[src/rtl/prio_pkg.sv]
// prio_pkg: shared drain FSM state type and clog2 helper for the priority drain encoder
package prio_pkg;
  typedef enum logic {IDLE, DRAIN} state_t;
  function automatic int clog2(input int n);
    int r;
    for (r = 0; (1 << r) < n; r++) begin end
    return r;
  endfunction
endpackage

[src/rtl/prio_enc_comb.sv]
// prio_enc_comb: combinational MSB-first encoder; ports vec (WIDTH) -> code (index of highest set bit, 0 if none), zero (vec is all zero)
module prio_enc_comb import prio_pkg::*; #(
  parameter int WIDTH = 8,
  localparam int CODE_W = clog2(WIDTH)
) (
  input  logic [WIDTH-1:0]  vec,
  output logic [CODE_W-1:0] code,
  output logic              zero
);
  always_comb begin
    code = '0;
    for (int i = 0; i < WIDTH; i++) code = vec[i] ? CODE_W'(i) : code;
  end
  assign zero = ~|vec;
endmodule

[src/rtl/priority_drain_encoder.sv]
// priority_drain_encoder: captures in on sample while idle and drains its set bits MSB-first as valid/ready beats; ports clk, rst_n (async low), in, sample, ready -> busy, valid, code, z, last, plus count (popcount at capture) when PRIO_ENC_COUNT_EN is defined
module priority_drain_encoder import prio_pkg::*; #(
  parameter int WIDTH = 8,
  localparam int CODE_W = clog2(WIDTH)
) (
  input  logic              clk,
  input  logic              rst_n,
  input  logic [WIDTH-1:0]  in,
  input  logic              sample,
  input  logic              ready,
  output logic              busy,
  output logic              valid,
  output logic [CODE_W-1:0] code,
  output logic              z,
  output logic              last
`ifdef PRIO_ENC_COUNT_EN
  ,output logic [CODE_W:0]  count
`endif
);
  state_t state, state_nxt;
  logic [WIDTH-1:0] rem, rem_nxt;
  logic [CODE_W-1:0] cap_code, nxt_code;
  logic cap_z, nxt_z, cap_last, nxt_last, capture, take;
  prio_enc_comb #(.WIDTH(WIDTH)) u_cap (.vec(in), .code(cap_code), .zero(cap_z));
  prio_enc_comb #(.WIDTH(WIDTH)) u_nxt (.vec(rem_nxt), .code(nxt_code), .zero(nxt_z));
  assign capture  = (state == IDLE) && sample;
  assign take     = (state == DRAIN) && ready;
  assign rem_nxt  = rem & ~(WIDTH'(1) << code);
  assign cap_last = ~|(in & ~(WIDTH'(1) << cap_code));
  assign nxt_last = ~|(rem_nxt & ~(WIDTH'(1) << nxt_code));
  assign busy     = (state == DRAIN);
  assign valid    = (state == DRAIN);
  always_comb begin
    state_nxt = state;
    state_nxt = capture ? DRAIN : (take && last) ? IDLE : state_nxt;
  end
  always_ff @(posedge clk or negedge rst_n) begin
    if (!rst_n) begin
      state <= IDLE;
      rem   <= '0;
      code  <= '0;
      z     <= 1'b0;
      last  <= 1'b0;
    end else begin
      state <= state_nxt;
      if (capture) begin
        rem  <= in;
        code <= cap_code;
        z    <= cap_z;
        last <= cap_last;
      end else if (take) begin
        rem  <= last ? '0 : rem_nxt;
        code <= last ? '0 : nxt_code;
        z    <= last ? 1'b0 : nxt_z;
        last <= last ? 1'b0 : nxt_last;
      end
    end
  end
`ifdef PRIO_ENC_COUNT_EN
  always_ff @(posedge clk or negedge rst_n) begin
    if (!rst_n) count <= '0;
    else if (capture) count <= (CODE_W+1)'($countones(in));
  end
`endif
endmodule

[config.mk]
export PLATFORM = sky130hd
export DESIGN_NAME = priority_drain_encoder
export DESIGN_NICKNAME = d
export VERILOG_FILES = /design/src/rtl/prio_pkg.sv /design/src/rtl/prio_enc_comb.sv /design/src/rtl/priority_drain_encoder.sv
export SDC_FILE = /design/constraint.sdc
export NUM_CORES = 1
export LEC_CHECK = 0
export CAP_MARGIN = 0
export CORE_AREA = 2 2 51 44
export DETAILED_ROUTE_END_ITERATION = 10
export DIE_AREA = 0 0 53 46
export DONT_BUFFER_PORTS = 1
export GPL_TIMING_DRIVEN = 0
export MAX_ROUTING_LAYER = met4
export PLACE_DENSITY = 0.82
export SLEW_MARGIN = 20
export SYNTH_ARGS = -nofsm -noshare
export SYNTH_HDL_FRONTEND = slang
export SYNTH_SLANG_ARGS = --single-unit
[constraint.sdc]
create_clock -name clk -period 1.88 [get_ports clk]
set_input_delay 0.188 -clock clk [delete_from_list [all_inputs] [get_ports clk]]
set_output_delay 0.188 -clock clk [all_outputs]
set_load 0.02 [all_outputs]
==> out/results.ini, run 1 <==
[final_layout]
most-common-layout-cells = nand2_1, o21ai_0, nor2_1
instances_no_fill = 167
syn_to_final_growth_pct = 9.257
nets = 155
layout_commonest_cell = nand2_1
postLayoutCellArea_sq_um = 1196
layout-drive-gt1-share = 0.1901
fill_cells = 178
multiInputGateArea_sq_um = 679.4
utilization = 0.6070
num_antenna_cells = 0
seqCellArea_sq_um = 352.8

[place]
placed_cell_area_sq_um = 1126
gp_congestion = 0.9201
place_ws_ns = 0.03644
dp.cells = 161
io_buffers = 0
hpwl_mm = 1.873

[clock_tree]
clk_latency_ns = 0.28
cts_tree = done
cts_inserted_buffers = 3
clock_path_buffers = 2
cts_htree_levels = 1
clock_sinks = 14
clk_pin_slew_worst_paths_ns = 0.08
cts-root-buf = clkbuf_4

[die]
chipWidth_um = 53
rows = 15
floorplan.core_area_sq_um = 1971
die_area_sq_um = 2438
die_h_um = 46
initial_core_util = 0.5556
ioPinCount = 19

[pwr]
power_density_nw_per_um2 = 1812
leakagePower_nw = 0.5124
finalPower_mw = 2.168
ir_drop_mv = 1.178

[setup_path]
rrSetupSlack_ns = 0.14
worstPathMaxFanout = 8
arrival_ns = 1.95
crit_chain = buf_6 > mux2_4 > o22a_2 > nor2b_2 > a22o_1 > o211ai_2 > o211ai_2
endpoint = last$_DFFE_PN0P_
crit_path_end_kind = flip-flop
reg2reg_from = code[0]$_DFFE_PN0P_
crit_type = flip-flop to flip-flop
worstReg2RegEnd = last$_DFFE_PN0P_
max_stage_delay_ns = 0.47
worstSetupStartpointType = flip-flop
critical_path.most_common_cell = o211ai_2
required_ns = 2.08
crit_slowest_cell = dfrtp_1
cp-startpoint = code[0]$_DFFE_PN0P_
reg2regPathDepth = 7

[synth]
ys.flop_type = dfrtp_1
synthesis.nets = 148
syn_inst = 136
synthArstFlopShare = 1.000
avgSynthCellArea_sq_um = 8.050
synth_seq_cells = 14
ys_types = 41
syn_area_sq_um = 1095
yosys_warnings = 0
netlist_top_cells_area = dfrtp_1, o21ai_0, nand2_1
yosys.area.top_type_share = 0.3200
synth_area_leader_cell = dfrtp_1
ys_seq_area_frac = 0.3200
synth-edff-count = 0

[drt]
drt_iter0_markers = 34
firstDrtPassIters = 4
routed_wl_mm = 2.491
route.vias.total = 1056
via_per_inst = 6.323
wire_per_inst_um = 14.92
ant_nets = 0
drc_errors = 0

[status]
status = finished clean

[sta]
period_needed_ns = 1.744
fin_crit_sh = 0.9278
timing.final.ws_setup_ns = 0.1357
finalSetupViolCount = 0
rsz0062_at_grt = no
clock.fmax_mhz = 573.3
max_slew_margin = 0.5884
slew_violations = 0
worstMarginPinSlew_ns = 0.6154
hold_ws_ns = 0.002469
finClkSkew_ns = 0.002180
fin_setup_tns_ns = 0
final_hold_viol_count = 0

[global_route]
grtUsageTotal = 0.2405
grt_max_degree = 15
overflow = 0
antenna_found_initial = 0
grt_pass1_wl_mm = 4.126
grt_pass1_vias = 993

[min_path]
worst_hold_path_type = input pin to flip-flop
min_path_cells = 1

[flow_run]
maxCapViolations = 0

[critical path: cells and delay by family (launching register included)]
kind	cells	cell delay (ns)
DFF	1	0.47
and+or+nand+nor	1	0.15
AOI/OAI and AO/OA	4	0.55
buffers and inverters	1	0.19
muxes	1	0.31
[routing by layer]
layer  up-vias  routed length (um)  track usage
li1        503                   -            -
met1       490                1066       0.3163
met2        58                1206       0.3900
met3         5                 191      0.02303
met4         0                  26      0.08205
met5         -                   0            -
[Yosys cell counts, types with 2 or more instances]
library cell  number
o21ai_0           16
clkbuf_1           2
mux2_4             2
a22o_1             3
nand2_1           21
dfrtp_1           14
a22oi_1            2
buf_4              2
a32oi_1            2
nor2_1            14
a31oi_1            4
o211ai_2           2
or2_2              2
mux2i_1            5
inv_1              5
nor3_1             3
nand2b_1           2
a21oi_1           12
[power breakdown]
group	leakage, nW	switching, mW	internal [mW]
combinational	0.313	0.687	0.586
clock	0.0210	0.0954	0.118
sequential	0.178	0.247	0.435
[repair_timing]
item / in CTS / in global routing
gates resized for setup: 0 / 5
hold endpoints to repair: 14 / 0
setup buffers: 0 / 1
hold buffers: 1 / 0
endpoints found under the setup margin: 0 / 1
[sequential cells by signal, indices dropped and copies added, names as in the netlist]
name / cells
code: 3
rem: 8
last: 1
z: 1
busy: 1
[area by class of cell]
cell class / count / area share
Inverter: 5 / 0.01569
Buffer: 8 / 0.05021
Clock buffer: 4 / 0.03033
Multi-Input combinational cell: 109 / 0.5680
Tap cell: 25 / 0.02615
Timing Repair Buffer: 2 / 0.01464
Sequential cell: 14 / 0.2950
[cell families (layout without fill, tap and decap cells)]
group,count (synthesis),count (layout),synth area share
AO/OA/AOI/OAI,52,52,0.3132
adder cells (fa/ha/maj),1,1,0.009143
buffers and inverters,13,19,0.07199
flip-flops,14,14,0.3200
multiplexers,7,7,0.07315
AND/OR/NAND/NOR,49,49,0.2126
[worst min-delay path by stage]
| stage | start | to | slack [ns] |
|---|---|---|---|
| after floorplan | rst_n | busy$_DFFE_PN0P_ | -0.11 |
| after global placement | rst_n | busy$_DFFE_PN0P_ | -0.11 |
| after detailed placement | rst_n | last$_DFFE_PN0P_ | -0.11 |
| after CTS | ready | busy$_DFFE_PN0P_ | 0.01 |
| after global routing | ready | busy$_DFFE_PN0P_ | 0.008 |
| final | ready | busy$_DFFE_PN0P_ | 0.002 |
Note: power is estimated with default switching activity, not from simulation.
==> run 2, diff against run 1 <==
CTS_CLUSTER_DIAMETER = 80   (was not set)
==> results of run 2 <==
Same layout as run 1: the final DEF is identical, and so are final timing and power.
